$ cat src/rtl/mux_select_arbiter_if.sv
`default_nettype none
// ---------------------------------------------------------------------------
// mux_select_arbiter_if : request/grant and mux data bundle for the arbiter
// Revision 1.0
// ---------------------------------------------------------------------------
interface mux_select_arbiter_if #(
  parameter int WIDTH = 1
);
  logic             req_a;
  logic             req_b;
  logic [WIDTH-1:0] a;
  logic [WIDTH-1:0] b;
  logic             gnt_a;
  logic             gnt_b;
  logic             select;
  logic [WIDTH-1:0] y;
  logic             y_valid;

  modport master (
    output req_a, req_b, a, b,
    input  gnt_a, gnt_b, select, y, y_valid
  );

  modport slave (
    input  req_a, req_b, a, b,
    output gnt_a, gnt_b, select, y, y_valid
  );
endinterface
`default_nettype wire

$ cat src/rtl/mux_select_arbiter.sv
`default_nettype none
// ---------------------------------------------------------------------------
// mux_select_arbiter : two-requester round-robin owner of a 2:1 mux select,
// with bounded hold under contention. MUX_ARB_OUT_REG_EN registers y/y_valid.
// Revision 1.0
// ---------------------------------------------------------------------------
module mux_select_arbiter #(
  parameter int WIDTH    = 1,
  parameter int MAX_HOLD = 4
) (
  input  wire logic           clk,
  input  wire logic           rst,
  mux_select_arbiter_if.slave bus
);

  typedef enum logic [1:0] {
    IDLE  = 2'd0,
    GNT_A = 2'd1,
    GNT_B = 2'd2
  } state_t;

  localparam logic       SERVED_A   = 1'b0;
  localparam logic       SERVED_B   = 1'b1;
  localparam logic [7:0] HOLD_LIMIT = 8'(MAX_HOLD - 1);

  state_t           state;
  state_t           state_next;
  logic [7:0]       hold_cnt;
  logic             last_served;
  logic             select_q;
  logic             enter_a;
  logic             enter_b;
  logic             at_limit;
  logic             grant_any;
  logic [WIDTH-1:0] y_mux;

  assign at_limit = (hold_cnt == HOLD_LIMIT);

  always_comb begin
    state_next = state;
    enter_a    = 1'b0;
    enter_b    = 1'b0;
    unique case (state)
      IDLE: begin
        if (bus.req_a && bus.req_b)
          state_next = (last_served == SERVED_B) ? GNT_A : GNT_B;
        else if (bus.req_a)
          state_next = GNT_A;
        else if (bus.req_b)
          state_next = GNT_B;
      end
      GNT_A: begin
        if (bus.req_a) begin
          if (bus.req_b && at_limit)
            state_next = GNT_B;
        end else begin
          // Owner gone: hand straight over rather than bubbling through IDLE.
          state_next = bus.req_b ? GNT_B : IDLE;
        end
      end
      GNT_B: begin
        if (bus.req_b) begin
          if (bus.req_a && at_limit)
            state_next = GNT_A;
        end else begin
          state_next = bus.req_a ? GNT_A : IDLE;
        end
      end
      default: state_next = IDLE;
    endcase
    enter_a = (state_next == GNT_A) && (state != GNT_A);
    enter_b = (state_next == GNT_B) && (state != GNT_B);
  end

  always_ff @(posedge clk) begin
    if (rst) begin
      state       <= IDLE;
      hold_cnt    <= 8'd0;
      last_served <= SERVED_B;
      select_q    <= 1'b0;
    end else begin
      state <= state_next;
      if (enter_a) begin
        hold_cnt    <= 8'd0;
        last_served <= SERVED_A;
        select_q    <= 1'b0;
      end else if (enter_b) begin
        hold_cnt    <= 8'd0;
        last_served <= SERVED_B;
        select_q    <= 1'b1;
      end else if ((state != IDLE) && !at_limit) begin
        hold_cnt <= hold_cnt + 8'd1;
      end
    end
  end

  assign bus.gnt_a  = (state == GNT_A);
  assign bus.gnt_b  = (state == GNT_B);
  assign bus.select = select_q;
  assign grant_any  = (state == GNT_A) || (state == GNT_B);
  assign y_mux      = select_q ? bus.b : bus.a;

`ifdef MUX_ARB_OUT_REG_EN
  logic [WIDTH-1:0] y_q;
  logic             y_valid_q;

  always_ff @(posedge clk) begin
    if (rst) begin
      y_q       <= '0;
      y_valid_q <= 1'b0;
    end else begin
      y_q       <= y_mux;
      y_valid_q <= grant_any;
    end
  end

  assign bus.y       = y_q;
  assign bus.y_valid = y_valid_q;
`else
  assign bus.y       = y_mux;
  assign bus.y_valid = grant_any;
`endif

endmodule
`default_nettype wire

$ cat src/flat_wrapper.sv
// flat-port wrapper written by rule: the top's interface ports become plain ports
module mux_select_arbiter_flat 
#(
  parameter int WIDTH    = 1,
  parameter int MAX_HOLD = 4
)
  (clk, rst, bus_req_a, bus_req_b, bus_a, bus_b, bus_gnt_a, bus_gnt_b, bus_select, bus_y, bus_y_valid);
  mux_select_arbiter_if #(.WIDTH(WIDTH)) bus_i ();
  input  wire logic clk;
  input  wire logic rst;
  input wire logic [$bits(bus_i.req_a)-1:0] bus_req_a;
  input wire logic [$bits(bus_i.req_b)-1:0] bus_req_b;
  input wire logic [$bits(bus_i.a)-1:0] bus_a;
  input wire logic [$bits(bus_i.b)-1:0] bus_b;
  output wire logic [$bits(bus_i.gnt_a)-1:0] bus_gnt_a;
  output wire logic [$bits(bus_i.gnt_b)-1:0] bus_gnt_b;
  output wire logic [$bits(bus_i.select)-1:0] bus_select;
  output wire logic [$bits(bus_i.y)-1:0] bus_y;
  output wire logic [$bits(bus_i.y_valid)-1:0] bus_y_valid;
  assign bus_i.req_a = bus_req_a;
  assign bus_i.req_b = bus_req_b;
  assign bus_i.a = bus_a;
  assign bus_i.b = bus_b;
  assign bus_gnt_a = bus_i.gnt_a;
  assign bus_gnt_b = bus_i.gnt_b;
  assign bus_select = bus_i.select;
  assign bus_y = bus_i.y;
  assign bus_y_valid = bus_i.y_valid;
  mux_select_arbiter #(.WIDTH(WIDTH), .MAX_HOLD(MAX_HOLD)) u_core (.clk(clk), .rst(rst), .bus(bus_i));
endmodule
$ cat config.mk
export PLATFORM = sky130hd
export DESIGN_NAME = mux_select_arbiter_flat
export DESIGN_NICKNAME = d
export VERILOG_FILES = /design/src/rtl/mux_select_arbiter_if.sv /design/src/rtl/mux_select_arbiter.sv /design/src/flat_wrapper.sv
export SDC_FILE = /design/constraint.sdc
export NUM_CORES = 1
export LEC_CHECK = 0
export CAP_MARGIN = 20
export CORE_UTILIZATION = 47
export DETAILED_ROUTE_END_ITERATION = 6
export PLACE_DENSITY = 0.73
export SYNTH_ARGS = -nofsm -noshare
export SYNTH_HDL_FRONTEND = slang
export SYNTH_SLANG_ARGS = --single-unit
$ cat constraint.sdc
create_clock -name clk -period 1.95 [get_ports clk]
set_input_delay 0.585 -clock clk [delete_from_list [all_inputs] [get_ports clk]]
set_output_delay 0.585 -clock clk [all_outputs]
set_load 0.01 [all_outputs]
==> impl_results.md, run 1 <==
- H-tree levels: 1
- RSZ-0062 raised after global routing: true
- Detailed placement HPWL: 1240 um
- Setup crit end: u_core.last_served
- Final hold vios: 0
- CP Capture Type: register
- DRC: 0
- Synth Cell Area: 781 um^2
- Fin nets: 122
- Num CTS Buffers: 3
- Final WS setup: -7.40 ps
- Synth top area share: 30.8%
- Hold_sp: u_core.last_served
- XOR/XNOR Fraction of Synth Area: about 6.7%
- Total wire length: ~2200 um
- Crit start category: register
- Peak supply drop: 0.515 mV
- Wirelength per Cell: 17.3 um
- Site Rows: 14
- Hold Crit Class: register to register
- RR Endpoint: u_core.last_served
- Adder-Cell Fraction of Synth Area: 8.01%
- Synth area leaders: dfxtp_1 (31%), ha_1 (8.0%), nor3_1 (7.1%)
- Worst-margin pin slew: 440 ps
- Iter 0 DRT Violations: 17
- Critical path, cell by cell: ha_4, or4b_4, o211ai_4, a311oi_4, nor4b_4, buf_6, o21bai_1
- Vias: 765
- Setup TNS: -28.2 ps
- Setup Crit Path Kind: register to register
- Largest family of logic cells by synthesized area: simple AND/OR/NAND/NOR gates
- Number of global-route vias before repair: roughly 720
- RR Startpoint: u_core.hold_cnt[1]
- Clock Sink Count: 12
- Drt first pass iters: 4
- Crit-path slowest cell: or4b_4
- Worst Setup SP: u_core.hold_cnt[1]
- Static leakage: between 0.5 and 0.6 nW
- Max incr delay on CP: 470 ps
- Util after Layout: between 70 and 80%
- Slew headroom: a little over two thirds
- Final worst-path cycle share: 100%
- Area of the multi-input gates: 662 um^2
- Status: complete, but fails checks
- Die area: between 1500 and 2000 um^2
- Synth Register Bits: 12
- Avg Cell Area, Syn: 10.1 um^2
- CORE AREA: around 1500 um^2
- Mapped Nets: between 80 and 90
- Synth Area in Compound Gates: 17.9%
- CTS Root Cell: clkbuf_4
- Fmax: slightly above 500 MHz
- Pwr dens: 804 nW/um^2
- Post-synth top area cell: dfxtp_1
- GP Congestion: 0.816
- Die Y: ~43 um
- Final setup fails: 6
- Die Span X: about 43 um
- Yosys warnings: 0
- Critical path arrival: 2130 ps
- First-pass GRT wire length: between 3000 and 4000 um
- Vias/cell: between 6 and 7
- Layout cell share with drive strength beyond 1: 52.3%
- Buffers on Ports: 10
- Fin. max-slew vios: 0
- Area growth syn-to-layout: 55.3%
- Synth unique cells: 38
- Post-synthesis sequential area ratio: 30.8%
- Clock period minus worst slack: slightly below 2000 ps
- Largest net degree at the start of global routing: 8
- Reg clk slew, reported paths: 80 ps
- Reg2reg path depth: 7
- Register Area: 246 um^2
- Violated checks: negative setup slack
- Post-route ant nets: 0
- # diodes: 0
- Fill cell count: 79
- Max_cap viols: 0
- Clock Path Buffers: 2
- R2R setup slack: -7 ps
- Mapped Cells: between 70 and 80
- IO Count: 11
- Mux contribution to synthesized area: 5.61%
- Starting Density: 51.2%
- Critical Path RT: 2120 ps
- CTS tree: yes
- Simple-Gate Fraction of Synth Area: 28.5%
- GR Util All Layers: 23.2%
- Clk_skew: 14.5 ps
- Initial antenna violation count: 0
- Total power: 0.974 mW
- GR Overflow Total: 0
- Skew-Pair Late Insertion Delay: 280 ps
- Worst Path Max Fanout: 5
[power by group]
group	switching, mW	internal, mW
Combinational	0.252	0.271
Clock	0.0803	0.0715
Sequential	0.0264	0.274
[cell families (layout without fill, tap and decap cells)]
group | after synthesis | after routing
buffers and inverters | 4 | 35
adders and majority gates | 5 | 5
muxes | 4 | 4
xor gates and xnor gates | 6 | 6
and+or+nand+nor | 31 | 31
DFF | 12 | 12
AOI/OAI and AO/OA | 15 | 16
[layout make-up]
| cell class | instances | area share, % |
|---|---|---|
| Timing Repair Buffer | 29 | 20.6 |
| Clock buffer | 3 | 1.86 |
| Multi-Input combinational cell | 62 | 54.6 |
| Inverter | 3 | 0.929 |
| Sequential cell | 12 | 20.3 |
| Tap cell | 16 | 1.65 |
[Yosys cell counts]
cell      instances
a21oi_2           1
nand3_1           6
nor4b_1           1
nor3_1           11
nand2_1           1
xor2_1            4
o21bai_4          1
dfxtp_1          12
mux2i_1           1
a31oi_1           1
o21ba_2           1
o211ai_2          1
a21oi_1           1
o21ba_1           1
nor4b_2           1
o21a_1            1
nor2b_1           1
and2b_2           1
a311oi_2          1
a21o_1            1
buf_4             1
a211oi_2          1
mux2_2            3
xnor2_1           2
or4_4             1
nor2_1            1
o21ai_0           2
nand3b_1          1
nor4b_4           1
and3_2            1
or4b_4            1
or3_2             1
o21bai_1          1
inv_1             3
a31o_2            1
and4b_1           1
ha_1              5
nor3_2            1
[worst max-delay path: cells and delay by family, from the launching register on]
kind | cells | cell delay (ps)
and+or+nand+nor | 2 | 770
AOI/OAI and AO/OA | 3 | 420
DFF | 1 | 350
buffers and inverters | 1 | 180
adders and majority gates | 1 | 140
[per-stage QoR]
stage                     worst slack [ps]  instances  hold slack, ps  cell area [um^2]
after CTS                            -36.5        121             456              1130
after global routing                 -78.2        125             531              1210
after global placement                -528        113             449               990
after detailed placement              -550        113             446               990
final                                -7.40        125             540              1210
after floorplan                       14.0         77             435               795
[routing by layer]
metal / up-vias / part of all wire [%] / global-route usage [%]
li1: 357 / - / -
met1: 363 / 39 / 24.5
met2: 31 / 52 / 42.4
met3: 14 / 3.8 / 6.38
met4: 0 / 5.7 / 9.38
met5: - / 0 / 0
[worst min path at each step]
| stage | end | cells after the start |
|---|---|---|
| floorplan | u_core.last_served | 2 |
| global placement | u_core.last_served | 2 |
| detailed placement | u_core.last_served | 2 |
| CTS | u_core.last_served | 2 |
| global route | u_core.last_served | 2 |
| finish | u_core.last_served | 2 |
[state kept, by name, summed over array words and instances (netlist names)]
signal	cells
u_core.last_served	1
u_core.state	2
u_core.bus.select	1
u_core.hold_cnt	8
[timing repair]
action,4_1_cts,5_1_grt
cloned,2,0
hold buffers,0,0
pin swaps,12,7
setup buffers,3,4
resized for setup,29,13
setup endpoints to repair,15,11
[placed cells by master, fill, tap and decap left out, types with 4 or more instances in the layout]
cell type      Yosys  routed
buf_4              1      16
dlygate4sd2_1      0       4
nor3_1            11       4
nand3_1            6       6
dfxtp_1           12       9
buf_6              0       4
nor3_2             1       7
xor2_1             4       4
(Power assumes the default switching activity.)
==> run 2, diff against run 1 <==
--- a/config.mk
+++ b/config.mk
@@ -7,6 +7,7 @@
 export LEC_CHECK = 0
 export CAP_MARGIN = 20
 export CORE_UTILIZATION = 47
+export CTS_CLUSTER_SIZE = 28
 export DETAILED_ROUTE_END_ITERATION = 6
 export PLACE_DENSITY = 0.73
 export SYNTH_ARGS = -nofsm -noshare
==> results of run 2 <==
Final layout, timing and power as in run 1 (identical DEF).
==> edit, RTL diff (flow settings as in run 2) <==
The option `MUX_ARB_OUT_REG_EN` is turned on by a define.
--- a/src/rtl/mux_select_arbiter.sv
+++ b/src/rtl/mux_select_arbiter.sv
@@ -5,4 +5,6 @@
 // Revision 1.0
 // ---------------------------------------------------------------------------
+`define MUX_ARB_OUT_REG_EN
+
 module mux_select_arbiter #(
   parameter int WIDTH    = 1,
Behaviour: not the same (Yosys sat finds a counterexample within 4 cycles, from zero or initial values and one cycle with rst high).
==> edit against run 2 <==
- the run still ends with setup timing left
- power rose by 6.3%
- wire length rose by 4.7%
- area after synthesis rose by 1.3%
- critical path depth rose by 1
- die area rose by 1.2%
- sequential cell count rose by 2
- final area rose by 1.9%
- sequential share of layout area rose by 2.6 points
- worst setup slack got worse by 0.032 ns
- critical path type unchanged
- largest power group unchanged
==> edit: results (changes against run 2) <==
Drt
  • DR WL met3: 55 um (-33%)
  • Routed wl met2: 1240 um (+11%)
  • Met1 wire length: 931 um (+11%)
  • Vias per cell: 5.73 (-6.4%)
  • Iter 0 DRT Violations: 8 (-9)

Placed design
  • DP Area: 0.00103 mm^2 (+4.2%)
  • GPL Wtd Cong: 0.875 (+7.2%)
  • Post-Place Cells: 118 (+4.4%)
  • Final HPWL DP: 1400 um (+12%)

Synth
  • Adder-Cell Fraction of Synth Area: 7.91% (-0.10 points)
  • Distinct cells, synth: 31 (-18%)
  • Area contributors post-synth: dfxtp_1, ha_1, nor3_1, nor4b_4, xnor2_1
  • Yosys top cell area share: 35.4% (+4.7 points)
  • Sequential cell area fraction in the yosys report: 35.4% (+4.7 points)

Outcome
  • Outcome: finished, violations left
  • Violated checks: setup timing

Finish
  • Fin cells: 129 (+3.2%)
  • Layout cells sized above 1: 48.7% (-3.6 points)

Setup path
  • Max stage delay on crit path: 0.36 ns (-0.11 ns)
  • Data arrival, critical path: 2.16 ns (+0.03 ns)
  • CP max stage cell: dfxtp_2
  • R2R depth: 8 (+1)

Pwr
  • Pleak: 0.492 nW (-3.6%)
  • VDD IR max: 0.546 mV (+6.0%)

GRT
  • Largest net degree at the start of global routing: 9 (+1)
  • Vias in the first global route: 784 (+8.6%)
  • First-pass GRT wire length: 3530 um (+13%)
  • Met3 Usage GRT: 4.68% (-1.7 points)
  • Grt met2 use: 47.0% (+4.5 points)
  • M1 GR Usage: 28.4% (+3.8 points)

STA
  • Final WS setup: -0.0399 ns (-0.0325 ns)
  • Final Setup Violations: 10 (+4)
  • WHS: 0.487 ns (-0.0533 ns)
  • Worst-Margin Slew: 0.499 ns (+0.0584 ns)
  • Setup TNS: -0.246 ns (-0.218 ns)
  • Clock Skew: 0.00144 ns (-0.0130 ns)
[edit: changes by cell type in the layout (fill, tap and decap cells not counted), sizes merged, moves of 2 or more]
cell           before  now
xnor2               2    5
nand3               6    4
clkdlybuf4s50       2    6
dlymetal6s2s        2    0
xor2                4    2
a211oi              1    3
dfxtp              12   14
buf                20   22
[edit: timing repair]
action | 4_1_cts | 5_1_grt
cloned | 1 | 0
endpoints found under the setup margin | 13 | 10
pin swaps | 4 | 15
buffers inserted | 4 | 3
resized for setup | 13 | 13
[edit: cell type report]
class                      instances  area, um^2
multi-input combinational         60         617
fill                              93         307
sequential                        14         283
timing repair buffer              32         268
clock buffer                       4        36.3
tap                               16        20.0
inverter                           3        11.3
[edit: power breakdown]
group / internal [mW] / leakage [nW] / total [mW] / switching (mW)
Clock: 0.113 / 0.0210 / 0.206 / 0.0924
Sequential: 0.320 / 0.115 / 0.345 / 0.0252
Combinational: 0.243 / 0.356 / 0.485 / 0.241
Total: 0.677 / 0.492 / 1.04 / 0.359
